`config.mk`:
```
export PLATFORM = sky130hd
export DESIGN_NAME = ps2_host_tx
export DESIGN_NICKNAME = d
export VERILOG_FILES = /design/src/rtl/ps2_pkg.sv /design/src/rtl/ps2_line_filter.sv /design/src/rtl/ps2_host_tx.sv
export SDC_FILE = /design/constraint.sdc
export NUM_CORES = 1
export LEC_CHECK = 0
export BUFFER_PORTS_ARGS = -buffer_cell sky130_fd_sc_hd__clkbuf_2
export CORE_ASPECT_RATIO = 1.1
export CORE_UTILIZATION = 40
export DETAILED_ROUTE_END_ITERATION = 12
export SYNTH_ARGS = -nofsm -noshare
export SYNTH_HDL_FRONTEND = slang
export SYNTH_SLANG_ARGS = --single-unit
```
`constraint.sdc`:
```
create_clock -name clk -period 4.74 [get_ports clk]
set_input_delay 0.474 -clock clk [delete_from_list [all_inputs] [get_ports clk]]
set_output_delay 0.474 -clock clk [all_outputs]
set_load 0.05 [all_outputs]
```
`src/rtl/ps2_pkg.sv`:
```
// -----------------------------------------------------------------------------
// ps2_pkg
// Shared PS/2 definitions for the host transmitter and the keyboard receiver.
//
// Contents:
//   - FSM state codes for the host-to-device transmitter
//   - frame bit indices (data 0..7, parity, stop)
//   - odd_parity(): parity bit that makes the 9-bit {parity, data} odd
// -----------------------------------------------------------------------------
package ps2_pkg;

    // Transmitter FSM state codes.
    localparam logic [2:0] IDLE      = 3'd0;
    localparam logic [2:0] INHIBIT   = 3'd1;
    localparam logic [2:0] START     = 3'd2;
    localparam logic [2:0] SEND      = 3'd3;
    localparam logic [2:0] WAIT_ACK  = 3'd4;
    localparam logic [2:0] WAIT_IDLE = 3'd5;

    // Bit positions inside a frame after the start bit.
    localparam logic [3:0] PARITY_IDX = 4'd8;
    localparam logic [3:0] STOP_IDX   = 4'd9;

    // PS/2 uses odd parity: the parity bit is 1 when the data has an even
    // number of ones.
    function automatic logic odd_parity(input logic [7:0] data);
        return ~^data;
    endfunction

endpackage

```
`src/rtl/ps2_line_filter.sv`:
```
// -----------------------------------------------------------------------------
// ps2_line_filter
// Conditions one raw PS/2 pin (clock or data) for use in the clk100 domain.
//
// A 2-FF synchronizer is followed by a stability filter: the filtered level
// only follows the synchronized value once it has differed from the current
// filtered level for FILTER_LEN consecutive cycles. Shorter glitches are
// dropped. A one-cycle fall pulse accompanies every filtered 1->0 change.
// Latency from a pin transition to the filtered change is 2+FILTER_LEN cycles.
//
// Ports:
//   clk      in  system clock
//   reset    in  synchronous, active-high; line idles high after reset
//   line_in  in  raw pin level (asynchronous)
//   level    out filtered line level
//   fall     out 1-cycle pulse when level goes 1->0
// -----------------------------------------------------------------------------
module ps2_line_filter #(
    parameter int FILTER_LEN = 4
) (
    input  logic clk,
    input  logic reset,
    input  logic line_in,
    output logic level,
    output logic fall
);

    localparam int CW = $clog2(FILTER_LEN + 1);
    localparam logic [CW-1:0] CNT_LAST = CW'(FILTER_LEN - 1);
    localparam logic [CW-1:0] CNT_ONE  = CW'(1);

    logic          sync1;
    logic          sync2;
    logic [CW-1:0] cnt;

    always_ff @(posedge clk) begin
        if (reset) begin
            sync1 <= 1'b1;
            sync2 <= 1'b1;
            level <= 1'b1;
            fall  <= 1'b0;
            cnt   <= '0;
        end else begin
            sync1 <= line_in;
            sync2 <= sync1;
            fall  <= 1'b0;
            if (sync2 == level) begin
                // Any return to the filtered level restarts the stability count.
                cnt <= '0;
            end else if (cnt == CNT_LAST) begin
                // This is the FILTER_LEN-th consecutive differing sample.
                level <= sync2;
                fall  <= ~sync2;
                cnt   <= '0;
            end else begin
                cnt <= cnt + CNT_ONE;
            end
        end
    end

endmodule

```
`src/rtl/ps2_host_tx.sv`:
```
// -----------------------------------------------------------------------------
// ps2_host_tx
// PS/2 host-to-device transmitter. Sends one command byte to the keyboard and
// reports whether the device acknowledged it.
//
// Frame sequence:
//   INHIBIT   hold PS/2 clock low for INHIBIT_CYCLES
//   START     pull data low (start bit), then release clock the next cycle
//   SEND      on each device falling clock edge put out the next bit:
//             idx 0..7 data LSB first, idx 8 parity, idx 9 stop (released)
//   WAIT_ACK  on the next falling edge sample data: low means ACK
//   WAIT_IDLE wait for both lines high, then pulse done
// A timeout counter runs from START through WAIT_IDLE; reaching
// TIMEOUT_CYCLES releases the lines, pulses err and returns to IDLE.
//
// Handshake: a request is taken in the cycle where tx_valid and tx_ready are
// both high (tx_data is latched then). tx_ready is high only in IDLE and rises
// the cycle after done/err, so completion and a new accept never coincide.
// tx_valid while busy is ignored; nothing is queued.
//
// Ports:
//   clk, reset     system clock, synchronous active-high reset
//   tx_data/valid  command byte and request; tx_ready accept qualifier
//   ps2_clk_in     raw PS/2 clock pin level
//   ps2_data_in    raw PS/2 data pin level
//   ps2_clk_low    1 = pull PS/2 clock low (open-drain enable)
//   ps2_data_low   1 = pull PS/2 data low (open-drain enable)
//   busy           high in every state except IDLE
//   done           1-cycle pulse at frame end, ack_ok valid alongside
//   ack_ok         device ACK result, held until the next accept
//   err            1-cycle pulse on timeout (done not pulsed)
// -----------------------------------------------------------------------------
module ps2_host_tx
    import ps2_pkg::*;
#(
    parameter int INHIBIT_CYCLES = 12000,
    parameter int TIMEOUT_CYCLES = 1500000,
    parameter int FILTER_LEN     = 4
) (
    input  logic       clk,
    input  logic       reset,
    input  logic [7:0] tx_data,
    input  logic       tx_valid,
    output logic       tx_ready,
    input  logic       ps2_clk_in,
    input  logic       ps2_data_in,
    output logic       ps2_clk_low,
    output logic       ps2_data_low,
    output logic       busy,
    output logic       done,
    output logic       ack_ok,
    output logic       err
);

    localparam int INH_W = $clog2(INHIBIT_CYCLES + 1);
    localparam int TO_W  = $clog2(TIMEOUT_CYCLES + 1);

    localparam logic [INH_W-1:0] INH_LAST = INH_W'(INHIBIT_CYCLES - 1);
    localparam logic [INH_W-1:0] INH_ONE  = INH_W'(1);
    localparam logic [TO_W-1:0]  TO_LAST  = TO_W'(TIMEOUT_CYCLES - 1);
    localparam logic [TO_W-1:0]  TO_ONE   = TO_W'(1);

    logic [2:0]       state;
    logic [3:0]       idx;
    logic [8:0]       shreg;       // {parity, data}, shifted out LSB first
    logic [INH_W-1:0] inh_cnt;
    logic [TO_W-1:0]  to_cnt;
    logic             start_phase; // 0: drive start bit, 1: release clock

    logic clk_level;
    logic clk_fall;
    logic data_level;
    logic data_fall_unused;

    logic accept;
    logic timing;

    // -------------------------------------------------------------------------
    // Input conditioning, one filter per line
    // -------------------------------------------------------------------------
    ps2_line_filter #(
        .FILTER_LEN (FILTER_LEN)
    ) u_clk_filter (
        .clk     (clk),
        .reset   (reset),
        .line_in (ps2_clk_in),
        .level   (clk_level),
        .fall    (clk_fall)
    );

    ps2_line_filter #(
        .FILTER_LEN (FILTER_LEN)
    ) u_data_filter (
        .clk     (clk),
        .reset   (reset),
        .line_in (ps2_data_in),
        .level   (data_level),
        .fall    (data_fall_unused)
    );

    assign accept = tx_valid & tx_ready;
    assign busy   = (state != IDLE);

    // The timeout window opens once the clock is released (second START
    // cycle) and stays open until the frame completes.
    assign timing = (state == SEND) || (state == WAIT_ACK) ||
                    (state == WAIT_IDLE) || ((state == START) && start_phase);

    // -------------------------------------------------------------------------
    // FSM, counters and registered outputs
    // -------------------------------------------------------------------------
    always_ff @(posedge clk) begin
        if (reset) begin
            state        <= IDLE;
            idx          <= '0;
            shreg        <= '0;
            inh_cnt      <= '0;
            to_cnt       <= '0;
            start_phase  <= 1'b0;
            ps2_clk_low  <= 1'b0;
            ps2_data_low <= 1'b0;
            tx_ready     <= 1'b1;
            done         <= 1'b0;
            ack_ok       <= 1'b0;
            err          <= 1'b0;
        end else begin
            done <= 1'b0;
            err  <= 1'b0;

            case (state)
                IDLE: begin
                    ps2_clk_low  <= 1'b0;
                    ps2_data_low <= 1'b0;
                    tx_ready     <= 1'b1;
                    if (accept) begin
                        shreg    <= {odd_parity(tx_data), tx_data};
                        idx      <= '0;
                        inh_cnt  <= '0;
                        ack_ok   <= 1'b0;
                        tx_ready <= 1'b0;
                        state    <= INHIBIT;
                    end
                end

                INHIBIT: begin
                    ps2_clk_low  <= 1'b1;
                    ps2_data_low <= 1'b0;
                    if (inh_cnt == INH_LAST) begin
                        start_phase <= 1'b0;
                        state       <= START;
                    end else begin
                        inh_cnt <= inh_cnt + INH_ONE;
                    end
                end

                START: begin
                    // Data goes low while the clock is still held, so the
                    // device sees a request-to-send when the clock releases.
                    if (!start_phase) begin
                        ps2_data_low <= 1'b1;
                        to_cnt       <= '0;
                        start_phase  <= 1'b1;
                    end else begin
                        ps2_clk_low <= 1'b0;
                        state       <= SEND;
                    end
                end

                SEND: begin
                    if (clk_fall) begin
                        if (idx <= PARITY_IDX) begin
                            ps2_data_low <= ~shreg[0];
                            shreg        <= {1'b0, shreg[8:1]};
                            idx          <= idx + 4'd1;
                        end else begin
                            // idx == STOP_IDX: stop bit is a released line.
                            ps2_data_low <= 1'b0;
                            state        <= WAIT_ACK;
                        end
                    end
                end

                WAIT_ACK: begin
                    if (clk_fall) begin
                        ack_ok <= ~data_level;
                        state  <= WAIT_IDLE;
                    end
                end

                WAIT_IDLE: begin
                    if (clk_level && data_level) begin
                        done  <= 1'b1;
                        state <= IDLE;
                    end
                end

                default: begin
                    ps2_clk_low  <= 1'b0;
                    ps2_data_low <= 1'b0;
                    state        <= IDLE;
                end
            endcase

            // Timeout overrides whatever the state logic decided this cycle.
            if (timing) begin
                if (to_cnt == TO_LAST) begin
                    ps2_clk_low  <= 1'b0;
                    ps2_data_low <= 1'b0;
                    ack_ok       <= 1'b0;
                    err          <= 1'b1;
                    done         <= 1'b0;
                    state        <= IDLE;
                end else begin
                    to_cnt <= to_cnt + TO_ONE;
                end
            end
        end
    end

endmodule

```
**After elaboration in Yosys (flattened, before gate mapping)**

Cells that the tools add are included.
W data, S select, Z words.

- Bitwise logic cells: 8
- Mux-type cells: 48
- Equality and inequality tests: 16
- Add/sub/neg operators: 5
- Reductions and logical operators: 22
- Order comparisons: 1

Operator list:

| operator | number |
|---|---|
| $mux W21 | 4 |
| $mux W14 | 2 |
| $pmux W14 S2 | 1 |
| $mux W3 | 9 |
| $mux W9 | 3 |
| $add A21 B1 Y21 const B | 1 |
| $eq A21 B21 Y1 const B | 1 |
| $mux W1 | 19 |
| $pmux W3 S6 | 1 |
| $pmux W9 S2 | 1 |
| $add A14 B1 Y14 const B | 1 |
| $eq A14 B14 Y1 const B | 1 |
| $eq A3 B2 Y1 const B | 4 |
| $mux W4 | 3 |
| $reduce_or A3 Y1 | 4 |
| $pmux W4 S2 | 1 |
| $reduce_xnor A8 Y1 | 1 |
| $not A1 Y1 | 7 |
| $add A3 B1 Y3 const B | 2 |
| $eq A3 B3 Y1 const B | 2 |
| $ne A2 B2 Y1 const B | 3 |
| $pmux W1 S3 | 2 |
| $reduce_and A2 Y1 | 3 |
| $reduce_bool A2 Y1 | 3 |
| 14 further kinds | 21 |

- Bits of input ports: 13
- Flip-flop bits (word level): 71

**Depth between registers and ports, before layout**

- Depth in word-level cells: 6
- Depth in mapped cells: 9
- Gate-level depth less buffers: 7

**By module**

A second synthesis with hierarchy kept.

- Cells, all modules: 399
- Area total of the unflattened synthesis: 3,462.1 um^2

Modules (own cells, without submodules):

| module | area an instance (um^2) | times used | seq. area each (um^2) | cells an instance |
|---|---|---|---|---|
| ps2_host_tx | 2,969.1 | 1 | 1,161.1 | 361 |
| ps2_line_filter | 246.5 | 2 | 140.1 | 19 |

**Least setup slack after synthesis**

No wires, ideal clock.

- Kind: reg2reg
- Start point: reg inh_cnt[0]
- End point: reg inh_cnt[4]
- Cell stages (with the launch flop): 8
- Arrival: 1,751 ps
- Path slack: 2,857 ps
- Buffers on the path: 1
- Period minus slack after synthesis: 1,883 ps
- Cells stage by stage: dfxtp_1 -> ha_1 -> nand4_1 -> or4_4 -> a21oi_4 -> buf_6 -> or3_1 -> a21oi_2

- Longest elaborated chain between the ends: 3
- Elaborated cells between the ends (all ways): 6
- Classes of those cells: add/sub: 1; eq/ne: 2; mux: 2; reduce/logical: 1

RTL lines:

| what | line | text |
|---|---|---|
| from (decl) | ps2_host_tx.sv:66 | `logic [INH_W-1:0] inh_cnt;` |
| from (signal assigned) | ps2_host_tx.sv:152 | `inh_cnt <= inh_cnt + INH_ONE;` |
| $add A14 B1 Y14 or $eq A14 B14 Y1 (tied branches) | ps2_host_tx.sv:152, ps2_host_tx.sv:148 |  |
| $mux W14 or $ne A2 B2 Y1 (tied branches) | - |  |
| $pmux W14 S2 or $reduce_and A3 Y1 (tied branches) | - |  |

Several ways; a longest one is shown, not always the timed one. The select of a mux whose other input is x is not followed.
A chain may end at the register's enable or synchronous reset.

**Worst setup path after layout**

- Start point: reg state[1]
- End point: reg shreg[5]

- Longest elaborated chain between the ends: 3
- Elaborated cells between the ends (all ways): 8
- Classes of those cells: eq/ne: 4; mux: 1; reduce/logical: 3

RTL lines:

| what | line | text |
|---|---|---|
| from (decl) | ps2_host_tx.sv:63 | `logic [2:0] state;` |
| from (signal assigned) | ps2_host_tx.sv:114 | `state <= IDLE;` |
| from (signal assigned) | ps2_host_tx.sv:141 | `state <= INHIBIT;` |
| from (signal assigned) | ps2_host_tx.sv:150 | `state <= START;` |
| $eq A3 B2 Y1 or $logic_not A3 Y1 (tied branches) | ps2_host_tx.sv:130 | `case (state)` |
| $ne A2 B1 Y1 (no source line), or another cell as far along | - |  |
| $reduce_and A4 Y1 (no source line) | - |  |
| to (signal assigned) | ps2_host_tx.sv:136 | `shreg <= {odd_parity(tx_data), tx_data};` |
| to (signal assigned) | ps2_host_tx.sv:173 | `shreg <= {1'b0, shreg[8:1]};` |
| to (decl) | ps2_host_tx.sv:65 | `logic [8:0] shreg;` |

Several ways; a longest one is shown, not always the timed one.

==> reports/metrics.yaml <==
first_pass_iters: 4
synth_warnings: 0
critical_path_class: "flip-flop to flip-flop"
cts_num_sinks: 71
final_nets: 426
grt_antenna_before_repair: 0
clk_pin_slew_ns: 0.08
cts-hold-fix-buffers: 0
slew_headroom_pct: 45.0
slew_violations: 0
synth_cell_type_count: 60
synth_edf_count: 0
ys_seq_area_share_pct: 41.8
drc: 0
diodes: 0
ioPinCount: 20
die_h_um: 98.7
cts_tree: "done"
tns_ns: 0
maxCapViolations: 0
postRouteAntennaNets: 0
area_growth_pct: 11.4
vias: 2795
post-cts-setup-buffers: 0
avgSynthCellArea_um2: 8.67
synthArstFlopShare_pct: 0
ys_dominant_reg_cell: "dfxtp_1"
rows: 34
ys_seq_elements: 71
dieArea_um2: 8870
endpoint_kind: "flip-flop"
wl_mm: 6.87
pwr_density_cell_nw_per_um2: 342
syn-num-nets: 413
grt_pass1_wl_mm: 11.7
overflow: 0
num-fill-cells: 825
ir_drop_mv: 0.156
worst_pin_slew_ns: 0.818
insertion_delay_ns: 0.34
netlist_instances: 392
synth_xor_area_share_pct: 6.96
initial_core_util_pct: 42.1
p_leak_uw: 0.00133
core_area_um2: 8080
crit_path_start_kind: "flip-flop"
wl_per_cell_um: 13.3
placed_cell_area_um2: 3540
status: "complete, no violations"
synth_mux_area_share_pct: 1.51
hp-class: "input port to flip-flop"
cp_data_arrival_time_ns: 2.62
syn-cell-area_um2: 3400
hpwlAfterDp_mm: 4.72
finalSetupViolations: 0
post-route-min-period_ns: 2.38
synth-adder-area-share_pct: 2.94
dieWidth_um: 89.9
place_congestion: 0.818
rsz0062_at_grt: "false"
ctsResizeCount: 0
htree_levels: 3
maxClockFrequency_mhz: 420
vias_per_cell: 5.40
synth_top_family_by_area: "simple AND/OR/NAND/NOR gates"
grt_max_degree: 27
cts_buffers: 9
synth_simple_gate_area_share_pct: 28.3
dr.first_iter.drc_count: 146
cp.required_ns: 4.98
fin_skew_ns: 0.00881
place.port_buffers: 19
clock-root-buffer: "clkbuf_8"
synth_compound_area_share_pct: 14.4
grt_usage_pct: 16.2
clockBufferDepth: 2
postLayoutCellArea_um2: 3790
hold_violations: 0
grt_pass1_vias: 2611
crit_fanout: 18
fin_crit_sh_pct: 50.2
drive_gt1_share_pct: 13.2
cells in the final DEF (no fill, tap or decap), types with 8 or more instances in the layout:
| cell | instances |
|---|---|
| dfxtp_1 | 71 |
| nor2_1 | 43 |
| nand2_1 | 42 |
| xnor2_1 | 20 |
| clkbuf_2 | 19 |
| a21oi_1 | 18 |
| nand3_1 | 15 |
| inv_1 | 12 |
| nor4_1 | 10 |
| clkbuf_8 | 10 |
| or3_1 | 9 |
| or4_1 | 9 |
| o21ai_1 | 8 |
| o211ai_1 | 8 |
| a311oi_1 | 8 |
| ha_1 | 8 |
flip-flops by register name, indices dropped and copies added (netlist names), 3 cells and up:
signal and flops:
u_data_filter.cnt 3, u_clk_filter.cnt 3, state 3, idx 4, shreg 9, to_cnt 21, inh_cnt 14
power breakdown:
| group | switching [µW] | internal (µW) | total (µW) |
|---|---|---|---|
| clock | 224 | 362 | 586 |
| sequential | 10.9 | 610 | 621 |
| combinational | 56.9 | 32.7 | 89.7 |
layout make-up:
type / instances / area [µm²] / share of cell area [%]
flip-flops and latches: 71 / 1420 / 37.5
inverters: 12 / 45.0 / 1.19
clock inverters: 6 / 108 / 2.84
multi-input cells: 291 / 1840 / 48.5
clock buffers: 10 / 138 / 3.63
well taps: 108 / 135 / 3.57
repair buffers: 20 / 103 / 2.71
final timing paths:
| kind | from | end | slack, ns | depth (start not counted) |
|---|---|---|---|---|
| worst max-delay path | state[1]$_SDFF_PP0_ | shreg[5]$_SDFFE_PP0P_ | 2.36 | 5 |
| worst min-delay path | ps2_data_in | u_data_filter.sync1$_SDFF_PP1_ | 0.31 | 2 |
| worst max register to register | state[1]$_SDFF_PP0_ | shreg[5]$_SDFFE_PP0P_ | 2.36 | 5 |
| worst min register to register | u_clk_filter.sync1$_SDFF_PP1_ | u_clk_filter.sync2$_SDFF_PP1_ | 0.41 | 1 |
synthesized netlist by cell type, drive strengths merged (5+ instances only):
cell    instances  share of area, %
nand4           7               1.3
nor2           44               5.1
nand2          42               4.6
a21oi          22               3.9
nand3          16               2.5
xnor2          20               5.2
nor2b           5              0.92
buf             9               1.8
inv            12               1.3
xor2            7               1.8
dfxtp          71                42
o31ai           6               1.3
or4            10               2.3
ha              8               2.9
a311oi          8               2.1
or2             6               1.1
nor3            7               1.2
o211ai          8               1.8
clkbuf          9              0.99
or3            10               2.0
and3            5              0.92
o21ai          11               1.6
nor4           10               1.8
cells by family after synthesis:
| logic type | after synthesis |
|---|---|
| DFF | 71 |
| AOI/OAI and AO/OA | 70 |
| muxes | 5 |
| buffers and inverters | 30 |
| xor gates and xnor gates | 27 |
| and+or+nand+nor | 181 |
| adders and majority gates | 8 |
worst max-delay path, cell delays in order, from the launching register on:
cell and delay (ns):
dfxtp_1 0.57, nor2b_1 0.47, and2_1 0.45, a31o_2 0.44, nor2_1 0.08, a311oi_1 0.27
metal layers:
metal | global-route usage (%) | vias up | wire length, µm
met4 | 8.06 | 0 | 110
met5 | 0 | - | 0
li1 | - | 1445 | -
met2 | 27.3 | 40 | 3180
met1 | 19.6 | 1299 | 3380
met3 | 3.47 | 11 | 192
per-stage QoR:
step	hold slack [ns]	instances	utilization, %	setup slack, ns	power [µW]
2_1_floorplan	0.389	392	-	2.86	705
3_3_place_gp	0.396	502	43.8	2.42	724
4_1_cts	0.297	518	46.9	2.35	1310
6_report	0.314	518	46.9	2.36	1300
3_5_place_dp	0.396	502	43.8	2.39	725
5_1_grt	0.300	518	46.9	2.10	1350
Power figures use the tool's default switching activity.
